## config.mk

```make
export PLATFORM = sky130hd
export DESIGN_NAME = bmp_pixel_reader_flat
export DESIGN_NICKNAME = d
export VERILOG_FILES = /design/src/rtl/bmp_pixel_reader_if.sv /design/src/rtl/bmp_pixel_reader.sv /design/src/flat_wrapper.sv
export SDC_FILE = /design/constraint.sdc
export NUM_CORES = 1
export LEC_CHECK = 0
export CAP_MARGIN = 25
export CELL_PAD_IN_SITES_DETAIL_PLACEMENT = 0
export CELL_PAD_IN_SITES_GLOBAL_PLACEMENT = 1
export CORE_MARGIN = 4
export CORE_UTILIZATION = 47
export CTS_BUF_LIST = sky130_fd_sc_hd__clkbuf_4
export DETAILED_ROUTE_END_ITERATION = 10
export PLACE_DENSITY_LB_ADDON = 0.1
export SETUP_SLACK_MARGIN = 0.3
export SLEW_MARGIN = 15
export SYNTH_ARGS = -nofsm -noshare
export SYNTH_HDL_FRONTEND = slang
export SYNTH_SLANG_ARGS = --single-unit
export TNS_END_PERCENT = 50
```

## constraint.sdc

```tcl
create_clock -name clk_i -period 6.4 [get_ports clk_i]
set_clock_uncertainty 0.2 [all_clocks]
set_input_delay 1.28 -clock clk_i [delete_from_list [all_inputs] [get_ports clk_i]]
set_output_delay 1.28 -clock clk_i [all_outputs]
set_load 0.01 [all_outputs]
```

## src/rtl/bmp_pixel_reader_if.sv

```systemverilog
// Bundles the frame-start control, frame-memory read port and RGB pixel stream
// of bmp_pixel_reader. Suffixes are named from the reader's point of view.
`default_nettype none

interface bmp_pixel_reader_if #(
  parameter int ADDR_W = 20,
  parameter int DIM_W  = 12
);
  logic              start_i;
  logic [ADDR_W-1:0] base_addr_i;
  logic [DIM_W-1:0]  width_i;
  logic [DIM_W-1:0]  height_i;
  logic              busy_o;
  logic              done_o;

  logic [ADDR_W-1:0] mem_addr_o;
  logic              mem_rd_o;
  logic [7:0]        mem_data_i;

  logic [7:0]        pix_r_o;
  logic [7:0]        pix_g_o;
  logic [7:0]        pix_b_o;
  logic              pix_valid_o;
  logic              pix_ready_i;
  logic              pix_sol_o;
  logic              pix_eol_o;
  logic              pix_eof_o;

  modport master (
    input  start_i, base_addr_i, width_i, height_i, mem_data_i, pix_ready_i,
    output busy_o, done_o, mem_addr_o, mem_rd_o,
    output pix_r_o, pix_g_o, pix_b_o, pix_valid_o, pix_sol_o, pix_eol_o, pix_eof_o
  );

  modport slave (
    output start_i, base_addr_i, width_i, height_i, mem_data_i, pix_ready_i,
    input  busy_o, done_o, mem_addr_o, mem_rd_o,
    input  pix_r_o, pix_g_o, pix_b_o, pix_valid_o, pix_sol_o, pix_eol_o, pix_eof_o
  );
endinterface

`default_nettype wire

```

## src/rtl/bmp_pixel_reader.sv

```systemverilog
// Streams a bottom-up, 4-byte-padded 24-bit BMP pixel array out of byte-wide
// frame memory as top-first RGB pixels with SOL/EOL/EOF markers.
`default_nettype none

module bmp_pixel_reader #(
  parameter int ADDR_W = 20,
  parameter int DIM_W  = 12
) (
  input  logic                clk_i,
  input  logic                rst_i,
  bmp_pixel_reader_if.master  bus
);

  typedef enum logic [2:0] {
    S_IDLE  = 3'd0,
    S_FETCH = 3'd1,
    S_WAIT  = 3'd2,
    S_OUT   = 3'd3,
    S_FIN   = 3'd4
  } state_t;

  state_t            state_q, state_d;
  logic [1:0]        cnt_q, cnt_d;
  logic [ADDR_W-1:0] mem_addr_q, mem_addr_d;
  logic [ADDR_W-1:0] row_addr_q, row_addr_d;
  logic [ADDR_W-1:0] stride_q, stride_d;
  logic [DIM_W-1:0]  width_q, width_d;
  logic [DIM_W-1:0]  height_q, height_d;
  logic [DIM_W-1:0]  col_q, col_d;
  logic [DIM_W-1:0]  row_q, row_d;
  logic              rd_v_q;
  logic [1:0]        rd_idx_q;
  logic [7:0]        r_q, g_q, b_q;

  logic [ADDR_W-1:0] stride_in;
  logic [ADDR_W-1:0] first_row;
  logic              last_col;
  logic              last_row;

  // Row stride rounds 3*WIDTH up to a multiple of 4; pixel rows are stored bottom-up.
  assign stride_in = (ADDR_W'(bus.width_i) * ADDR_W'(3) + ADDR_W'(3)) & ~ADDR_W'(3);
  assign first_row = bus.base_addr_i
                   + ADDR_W'(bus.height_i - DIM_W'(1)) * stride_in;
  assign last_col  = (col_q == width_q - DIM_W'(1));
  assign last_row  = (row_q == height_q - DIM_W'(1));

  always_ff @(posedge clk_i or posedge rst_i) begin
    if (rst_i) begin
      state_q    <= S_IDLE;
      cnt_q      <= '0;
      mem_addr_q <= '0;
      row_addr_q <= '0;
      stride_q   <= '0;
      width_q    <= '0;
      height_q   <= '0;
      col_q      <= '0;
      row_q      <= '0;
    end else begin
      state_q    <= state_d;
      cnt_q      <= cnt_d;
      mem_addr_q <= mem_addr_d;
      row_addr_q <= row_addr_d;
      stride_q   <= stride_d;
      width_q    <= width_d;
      height_q   <= height_d;
      col_q      <= col_d;
      row_q      <= row_d;
    end
  end

  always_comb begin
    state_d    = state_q;
    cnt_d      = cnt_q;
    mem_addr_d = mem_addr_q;
    row_addr_d = row_addr_q;
    stride_d   = stride_q;
    width_d    = width_q;
    height_d   = height_q;
    col_d      = col_q;
    row_d      = row_q;
    case (state_q)
      S_IDLE: begin
        if (bus.start_i) begin
          width_d    = bus.width_i;
          height_d   = bus.height_i;
          stride_d   = stride_in;
          row_addr_d = first_row;
          mem_addr_d = first_row;
          col_d      = '0;
          row_d      = '0;
          cnt_d      = '0;
          state_d    = S_FETCH;
        end
      end
      S_FETCH: begin
        if (cnt_q == 2'd2) begin
          cnt_d   = '0;
          state_d = S_WAIT;
        end else begin
          cnt_d      = cnt_q + 2'd1;
          mem_addr_d = mem_addr_q + ADDR_W'(1);
        end
      end
      S_WAIT: state_d = S_OUT;
      S_OUT: begin
        if (bus.pix_ready_i) begin
          if (last_col && last_row) begin
            // Leave the address untouched so it holds its last value while idle.
            state_d = S_FIN;
          end else if (last_col) begin
            col_d      = '0;
            row_d      = row_q + DIM_W'(1);
            row_addr_d = row_addr_q - stride_q;
            mem_addr_d = row_addr_q - stride_q;
            state_d    = S_FETCH;
          end else begin
            col_d      = col_q + DIM_W'(1);
            mem_addr_d = mem_addr_q + ADDR_W'(1);
            state_d    = S_FETCH;
          end
        end
      end
      S_FIN:   state_d = S_IDLE;
      default: state_d = S_IDLE;
    endcase
  end

  // Read data lags the strobe by one cycle; the tracking bit is cleared by reset
  // so a read in flight at reset time is dropped.
  always_ff @(posedge clk_i or posedge rst_i) begin
    if (rst_i) begin
      rd_v_q   <= 1'b0;
      rd_idx_q <= '0;
      r_q      <= '0;
      g_q      <= '0;
      b_q      <= '0;
    end else begin
      rd_v_q   <= (state_q == S_FETCH);
      rd_idx_q <= cnt_q;
      if (rd_v_q) begin
        case (rd_idx_q)
          2'd0:    b_q <= bus.mem_data_i;
          2'd1:    g_q <= bus.mem_data_i;
          default: r_q <= bus.mem_data_i;
        endcase
      end
    end
  end

  assign bus.mem_addr_o  = mem_addr_q;
  assign bus.mem_rd_o    = (state_q == S_FETCH);
  assign bus.pix_valid_o = (state_q == S_OUT);
  assign bus.pix_r_o     = r_q;
  assign bus.pix_g_o     = g_q;
  assign bus.pix_b_o     = b_q;
  assign bus.pix_sol_o   = (state_q == S_OUT) && (col_q == '0);
  assign bus.pix_eol_o   = (state_q == S_OUT) && last_col;
  assign bus.pix_eof_o   = (state_q == S_OUT) && last_col && last_row;
  assign bus.busy_o      = (state_q == S_FETCH) || (state_q == S_WAIT) || (state_q == S_OUT);
  assign bus.done_o      = (state_q == S_FIN);

endmodule

`default_nettype wire

```

## src/flat_wrapper.sv

```systemverilog
// flat-port wrapper written by rule: the top's interface ports become plain ports
module bmp_pixel_reader_flat 
#(
  parameter int ADDR_W = 20,
  parameter int DIM_W  = 12
)
  (clk_i, rst_i, bus_start_i, bus_base_addr_i, bus_width_i, bus_height_i, bus_mem_data_i, bus_pix_ready_i, bus_busy_o, bus_done_o, bus_mem_addr_o, bus_mem_rd_o, bus_pix_r_o, bus_pix_g_o, bus_pix_b_o, bus_pix_valid_o, bus_pix_sol_o, bus_pix_eol_o, bus_pix_eof_o);
  bmp_pixel_reader_if #(.ADDR_W(ADDR_W), .DIM_W(DIM_W)) bus_i ();
  input  logic clk_i;
  input  logic rst_i;
  input wire logic [$bits(bus_i.start_i)-1:0] bus_start_i;
  input wire logic [$bits(bus_i.base_addr_i)-1:0] bus_base_addr_i;
  input wire logic [$bits(bus_i.width_i)-1:0] bus_width_i;
  input wire logic [$bits(bus_i.height_i)-1:0] bus_height_i;
  input wire logic [$bits(bus_i.mem_data_i)-1:0] bus_mem_data_i;
  input wire logic [$bits(bus_i.pix_ready_i)-1:0] bus_pix_ready_i;
  output wire logic [$bits(bus_i.busy_o)-1:0] bus_busy_o;
  output wire logic [$bits(bus_i.done_o)-1:0] bus_done_o;
  output wire logic [$bits(bus_i.mem_addr_o)-1:0] bus_mem_addr_o;
  output wire logic [$bits(bus_i.mem_rd_o)-1:0] bus_mem_rd_o;
  output wire logic [$bits(bus_i.pix_r_o)-1:0] bus_pix_r_o;
  output wire logic [$bits(bus_i.pix_g_o)-1:0] bus_pix_g_o;
  output wire logic [$bits(bus_i.pix_b_o)-1:0] bus_pix_b_o;
  output wire logic [$bits(bus_i.pix_valid_o)-1:0] bus_pix_valid_o;
  output wire logic [$bits(bus_i.pix_sol_o)-1:0] bus_pix_sol_o;
  output wire logic [$bits(bus_i.pix_eol_o)-1:0] bus_pix_eol_o;
  output wire logic [$bits(bus_i.pix_eof_o)-1:0] bus_pix_eof_o;
  assign bus_i.start_i = bus_start_i;
  assign bus_i.base_addr_i = bus_base_addr_i;
  assign bus_i.width_i = bus_width_i;
  assign bus_i.height_i = bus_height_i;
  assign bus_i.mem_data_i = bus_mem_data_i;
  assign bus_i.pix_ready_i = bus_pix_ready_i;
  assign bus_busy_o = bus_i.busy_o;
  assign bus_done_o = bus_i.done_o;
  assign bus_mem_addr_o = bus_i.mem_addr_o;
  assign bus_mem_rd_o = bus_i.mem_rd_o;
  assign bus_pix_r_o = bus_i.pix_r_o;
  assign bus_pix_g_o = bus_i.pix_g_o;
  assign bus_pix_b_o = bus_i.pix_b_o;
  assign bus_pix_valid_o = bus_i.pix_valid_o;
  assign bus_pix_sol_o = bus_i.pix_sol_o;
  assign bus_pix_eol_o = bus_i.pix_eol_o;
  assign bus_pix_eof_o = bus_i.pix_eof_o;
  bmp_pixel_reader #(.ADDR_W(ADDR_W), .DIM_W(DIM_W)) u_core (.clk_i(clk_i), .rst_i(rst_i), .bus(bus_i));
endmodule
```

; ---- After elaboration in Yosys (flattened, before gate mapping)
; Cells that the tools add are included.
[classes]
n_addsub = 10
mul = 2
n_div = 0
n_lt_le_gt_ge = 0
eq_ne = 14
shift = 0
mux = 27
n_bitwise = 1
reduce_logical = 22
[ops]
columns = operator, n
row1 = two-way mux 20 bit, 8
row2 = two-way mux 12 bit, 7
row3 = one-hot mux 20 bit (3 select lines), 1
row4 = one-hot mux 12 bit (2 select lines), 2
row5 = one-hot mux 20 bit (2 select lines), 1
row6 = "adder 12 x 1 -> 12 bit, second input constant", 2
row7 = == test 12 bit, 2
row8 = "subtractor 12 x 1 -> 12 bit, second input constant", 2
row9 = "adder 20 x 1 -> 20 bit, second input constant", 1
row10 = adder 20 bit, 1
row11 = multiplier 20 x 18 -> 18 bit, 1
row12 = subtractor 20 bit, 1
row13 = "adder 14 x 2 -> 15 bit, second input constant", 1
row14 = "multiplier 12 x 2 -> 14 bit, second input constant", 1
row15 = "subtractor 12 x 1 -> 13 bit, second input constant", 1
row16 = zero test 12 bit, 1
row17 = two-way mux 3 bit, 4
row18 = one-hot mux 3 bit (4 select lines), 1
row19 = AND reduction 2 bit, 5
row20 = AND reduction 5 bit, 2
row21 = "inequality test 2 bit, second input constant", 4
row22 = "== test 3 x 2 -> 1 bit, second input constant", 2
row23 = logical AND 1 bit, 4
row24 = two-way mux 2 bit, 2
row25 = other kinds (16), 19
[word_totals]
reg_bits = 138
latch_bits = 0
mem_bits_rw = 0
romBits = 0
input_bits = 56
output_inout_bits = 51
elab_cells = 90
memories = 0

; ---- Depth between registers and ports, before layout
[logic_depth]
ltp_word = 6
mapped_depth = 37
ltp_nobuf = 35

; ---- Worst setup path after synthesis
; Ideal clock, no wire load.
[synth_path]
path_kind = input port to flip-flop
startpoint = input port bus_width_i[3]
endpoint = register u_core.mem_addr_q[19], in the netlist u_core.bus.mem_addr_o[19]
arrival_time_ns = 8.679
path_slack_ns = -2.607
cell_stages = 35
path_buffers = 2
cell_sequence = ha_1 > ha_1 > buf_2 > nand3_1 > o211a_1 > a21boi_0 > clkbuf_1 > nand2_1 > fa_1 > inv_1 > fa_1 > inv_1 > fa_1 > inv_1 > ha_1 > inv_1 > fa_1 > inv_1 > ha_1 > o21ai_0 > a21boi_0 > o21ai_0 > a21boi_0 > o21ai_0 > a21boi_0 > o21ai_0 > nor2b_1 > xnor2_1 > ha_1 > a31oi_1 > o21ai_0 > xor3_1 > xnor2_1 > xnor2_1 > o21ai_1
[synth_between]
elab_chain_cells = 6
[synth_lines]
columns = element, line_no
row1 = "start, declared", flat_wrapper.sv:13  ; input wire logic [$bits(bus_i.width_i)-1:0] bus_width_i;
row2 = multiplier 12 x 2 -> 14 bit, bmp_pixel_reader.sv:41  ; assign stride_in = (ADDR_W'(bus.width_i) * ADDR_W'(3) + ADDR_W'(3)) & ~ADDR_W'(3);
row3 = adder 14 x 2 -> 15 bit, bmp_pixel_reader.sv:41
row4 = multiplier 20 x 18 -> 18 bit, bmp_pixel_reader.sv:43  ; + ADDR_W'(bus.height_i - DIM_W'(1)) * stride_in;
row5 = adder 20 bit, bmp_pixel_reader.sv:43
row6 = two-way mux 20 bit, bmp_pixel_reader.sv:83  ; if (bus.start_i) begin
row7 = one-hot mux 20 bit (3 select lines), bmp_pixel_reader.sv:81  ; case (state_q)
row8 = "end signal, assigned", bmp_pixel_reader.sv:61  ; mem_addr_q <= mem_addr_d;
row9 = "end, declared", bmp_pixel_reader.sv:24  ; logic [ADDR_W-1:0] mem_addr_q, mem_addr_d;
; No other way between the ends. The select of a mux whose other input is x is not followed.
; A chain may end at the register's enable or synchronous reset.

; ---- Worst setup path after layout
[layout_path]
startpoint = input port bus_width_i[2]
endpoint = register u_core.row_addr_q[19]
[layout_between]
elab_chain_cells = 6
[layout_lines]
columns = element, line_no
row1 = multiplier 12 x 2 -> 14 bit, bmp_pixel_reader.sv:41
row2 = adder 14 x 2 -> 15 bit, bmp_pixel_reader.sv:41
row3 = multiplier 20 x 18 -> 18 bit, bmp_pixel_reader.sv:43
row4 = adder 20 bit, bmp_pixel_reader.sv:43
row5 = two-way mux 20 bit, bmp_pixel_reader.sv:83
row6 = one-hot mux 20 bit (2 select lines), bmp_pixel_reader.sv:81
row7 = "end signal, assigned", bmp_pixel_reader.sv:62  ; row_addr_q <= row_addr_d;
row8 = "end, declared", bmp_pixel_reader.sv:25  ; logic [ADDR_W-1:0] row_addr_q, row_addr_d;
; No other way between the ends. The select of a mux whose other input is x is not followed.

==> results summary <==
The post-synth design cell area came out at 13300 sq um. The met1 wire length came out at 17.1 mm. The delay of the slowest critical-path stage came out at 0.56 ns. The count of routing violations after the opening detailed-route iteration is 547. The fraction of final layout cells with drive strength greater than 1 is 0.301.

The cell chosen for the clock root is sky130_fd_sc_hd__clkbuf_4. The initialized floorplan defines 61 standard-cell rows. Setup violations remaining at the end of the flow were counted as 24.

The first-pass iteration count of the detailed router is 5. The first global-routing pass estimated 60.9 mm of wire. The count of state elements after synthesis came out at 132. Counting distinct cell types in the post-synthesis netlist gives 89. The cell count after synthesis came out at 1555. The number of global-route vias before repair was 12105. The floorplan step set the die height to 177 um. The worst setup path is captured at a flip-flop. The number of max-slew violations in the final report came out at 0. The area taken by flip-flops and latches came out at 3300 sq um. The non-filler instance count after layout is 2290. During placement, the flow inserted port buffers numbering 106. The later pin in the worst-skew pair is clocked with a latency of 0.53 ns.

After detailed routing, no signal wire sits above met4. The min-delay analysis places its worst path in the category flip-flop to flip-flop. The arrival time of data at the critical path endpoint is 8.10 ns. The count of flip-flops with a built-in enable after synthesis came out at 0. The post-layout minimum cycle time is 7.90 ns. The net count of the mapped netlist came out at 1811. The total vias in the final route came out at 11895. The mean instance size in the synthesized netlist is 8.58 sq um. For this configuration, the core starts out at a cell density of 0.478. For this run, the leading register cell type out of synthesis is sky130_fd_sc_hd__dfrtp_1. TritonCTS built the clock tree. The number of cells on the worst reg-to-reg path came out at 13. Setup repair after global routing could not meet its margin everywhere. The sequential-to-total area share from yosys stat came out at 0.247. The combined area of the multi-input logic cells is 10500 sq um. The cell that appears most often on the critical path is sky130_fd_sc_hd__fa_1.

The detailed route wirelength on metal3 came out at 1.23 mm. The post-route clock period utilization came out at 1.23. Of all nets on the critical path, the largest fanout is 6. The total core area came out at 27900 sq um. The buffering stage count on the worst path with inverters included is 8. Grouping stages by cell kind, the critical path spends the most delay in adder cells. After detailed routing, the average wire length per cell comes to 16.3 um. The number of clock sinks is 132. The smallest hold slack came out at 0.286 ns. In this run the tightest slew margin relative to its limit is 0.387.

The clock passes through at most 2 buffers. The number of stages on the worst hold path is 0. The final reports fail on setup timing. The capture endpoint of the worst hold path is u_core.rd_idx_q[1]$_DFF_PP0_. The largest net degree at the start of global routing came out at 100. The setup path with the least slack is of type input port to flip-flop. The maximum clock rate came out at 127 MHz. The total number of yosys warnings is 0.

The run finished, with violations left. The clock-pin transition on the worst setup and hold timing paths is 0.14 ns. The post-detailed-route DRC marker count is 0.

The count of placed standard cells including taps came out at 2202. The CTS buffer count came out at 17. The final estimated routing congestion in global placement came out at 0.919. The final-layout fill cell count is 2355. The length of routed met2 wiring is 17.8 mm. The layout overhead on the synthesized area came out at 39.0%. The count of nets left with antenna violations once routing finished came out at 0.

The worst-margin pin slew is 0.916 ns. The final design utilization is 0.664. The die span in x came out at 177 um.

For this design, the slowest cell found on the critical path is sky130_fd_sc_hd__fa_1. Summed over all nets, the half-perimeter wirelength after detailed placement is 28.7 mm. The number of placed I/O pins came out at 107. The number of failing hold endpoints at the final stage was 0.

In this run the critical register-to-register path is launched from u_core.height_q[0]$_DFFE_PP0P_. The final cell area excluding filler cells is 18600 sq um. The clock tree synthesis step divided the H-tree into 4 levels.

The endpoint identified for the worst register-to-register timing path is u_core.row_addr_q[19]$_DFFE_PP0P_. The overall routing resource usage is 0.240. For the worst setup path, the data required time is 6.60 ns. The average vias per placed instance came out at 5.19.

The number of antenna violations at the first check in global routing was 1. The nature of the critical path startpoint is an input port. The tool flagged a number of max-cap violations equal to 0. In the post-route analysis, the smallest setup slack over all paths is -1.50 ns. The final-stage net count came out at 2154. After detailed routing, the total wire length is 37.3 mm. Global routing finished with a remaining overflow of 0. The worst reg-to-reg setup slack is 2.22 ns. The share of synthesized registers carrying an async set or reset is 1.00. The total cell area at the placement stage is 16700 sq um. The worst min-delay path startpoint is u_core.cnt_q[1]$_DFFE_PP0P_. The die area is 31200 sq um.
-- sequential cells by signal, summed over array words and instances, names as in the netlist, 12 cells and up --
name                   count
u_core.width_q            12
u_core.height_q           12
u_core.row_q              12
u_core.col_q              12
u_core.row_addr_q         20
u_core.stride_q           12
u_core.bus.mem_addr_o     20
-- per-stage QoR --
stage,setup WS (ns),setup TNS (ns)
floorplan,-1.63,-23.52
global placement,-2.69,-53.54
detailed placement,-2.83,-56.75
CTS,-1.52,-25.68
global route,-1.78,-30.29
finish,-1.50,-25.69
-- layer usage --
metal / track usage / vias to the layer above
li1: - / 5854
met1: 0.331 / 5754
met2: 0.398 / 237
met3: 0.0210 / 50
met4: 0.0864 / 0
met5: 0 / -
-- worst max path at each step --
stage	cells past startpoint	start	slack, ns	end
after floorplan	29	bus_height_i[3]	-1.63	u_core.row_addr_q[19]$_DFFE_PP0P_
after global placement	33	bus_width_i[2]	-2.69	u_core.row_addr_q[19]$_DFFE_PP0P_
after detailed placement	34	bus_width_i[2]	-2.83	u_core.row_addr_q[19]$_DFFE_PP0P_
after CTS	36	bus_width_i[3]	-1.52	u_core.row_addr_q[19]$_DFFE_PP0P_
after global routing	36	bus_width_i[2]	-1.78	u_core.row_addr_q[19]$_DFFE_PP0P_
final	34	bus_width_i[2]	-1.50	u_core.row_addr_q[19]$_DFFE_PP0P_
-- repair_timing --
| action | in CTS | in global routing |
|---|---|---|
| gates cloned | 1 | 0 |
| setup buffers | 35 | 19 |
| setup endpoints to repair | 28 | 26 |
| pin swaps | 133 | 115 |
| resized for setup | 190 | 98 |
| hold buffers | 0 | 0 |
-- worst register-to-register path, delay by kind of cell (launching register included) --
family,cells,cell delay (ns)
multiplexers,1,0.29
flip-flops,1,0.45
adder cells (fa/ha/maj),1,0.23
AND/OR/NAND/NOR,5,1.61
AO/OA/AOI/OAI,4,0.90
buffers and inverters,2,0.43
-- cells in the final DEF (no fill, tap or decap), drive strengths merged, types with 14 or more instances in the layout --
| cell type | count |
|---|---|
| clkbuf | 18 |
| nand4 | 15 |
| dfrtp | 132 |
| xnor2 | 73 |
| fa | 99 |
| o21ai | 92 |
| nand3 | 28 |
| clkdlybuf4s50 | 87 |
| xor2 | 52 |
| nand2b | 20 |
| inv | 193 |
| a21oi | 71 |
| and2 | 17 |
| buf | 283 |
| mux2 | 30 |
| nand2 | 216 |
| or3 | 15 |
| nor3 | 20 |
| ha | 101 |
| nor2 | 138 |
| and3 | 14 |
| a31oi | 14 |
| nor2b | 23 |
-- kinds of logic after synthesis --
kind of cell	after synthesis	share of synthesized area
AOI/OAI and AO/OA	266	0.124
xor gates and xnor gates	128	0.0898
adders and majority gates	200	0.243
buffers and inverters	238	0.0678
DFF	132	0.247
muxes	37	0.0308
and+or+nand+nor	554	0.197
-- Yosys cell counts, types with 8 or more instances --
cell type,number,area (sq um)
sky130_fd_sc_hd__a21o_1,8,60.1
sky130_fd_sc_hd__ha_1,101,1260
sky130_fd_sc_hd__or3_1,14,87.6
sky130_fd_sc_hd__nand4_1,15,93.8
sky130_fd_sc_hd__inv_1,185,694
sky130_fd_sc_hd__fa_1,99,1980
sky130_fd_sc_hd__and2_1,17,106
sky130_fd_sc_hd__nor3_1,18,90.1
sky130_fd_sc_hd__and3_1,14,87.6
sky130_fd_sc_hd__nand3_1,27,135
sky130_fd_sc_hd__dfrtp_1,132,3300
sky130_fd_sc_hd__nor2_1,138,518
sky130_fd_sc_hd__a31oi_1,13,81.3
sky130_fd_sc_hd__nor2b_1,23,144
sky130_fd_sc_hd__clkbuf_1,43,161
sky130_fd_sc_hd__mux2_2,30,338
sky130_fd_sc_hd__xor2_1,51,447
sky130_fd_sc_hd__a211oi_1,11,82.6
sky130_fd_sc_hd__o21ai_0,89,445
sky130_fd_sc_hd__a21oi_1,70,350
sky130_fd_sc_hd__nand2_1,216,811
sky130_fd_sc_hd__xnor2_1,71,622
sky130_fd_sc_hd__nand2b_1,20,125
sky130_fd_sc_hd__buf_2,9,45.0
sky130_fd_sc_hd__nor4_1,12,75.1
-- layout make-up --
| class | instances | share of cell area |
|---|---|---|
| clock buffer | 17 | 0.00688 |
| sequential | 132 | 0.178 |
| tap | 378 | 0.0255 |
| multi-input combinational | 1185 | 0.566 |
| inverter | 186 | 0.0379 |
| antenna | 1 | 0.000135 |
| clock inverter | 15 | 0.00998 |
| timing repair buffer | 376 | 0.176 |
Power of run 1 is left out: the tool's default activity adds up to more than one toggle a clock period on the data nets, which glitch-free logic cannot reach.
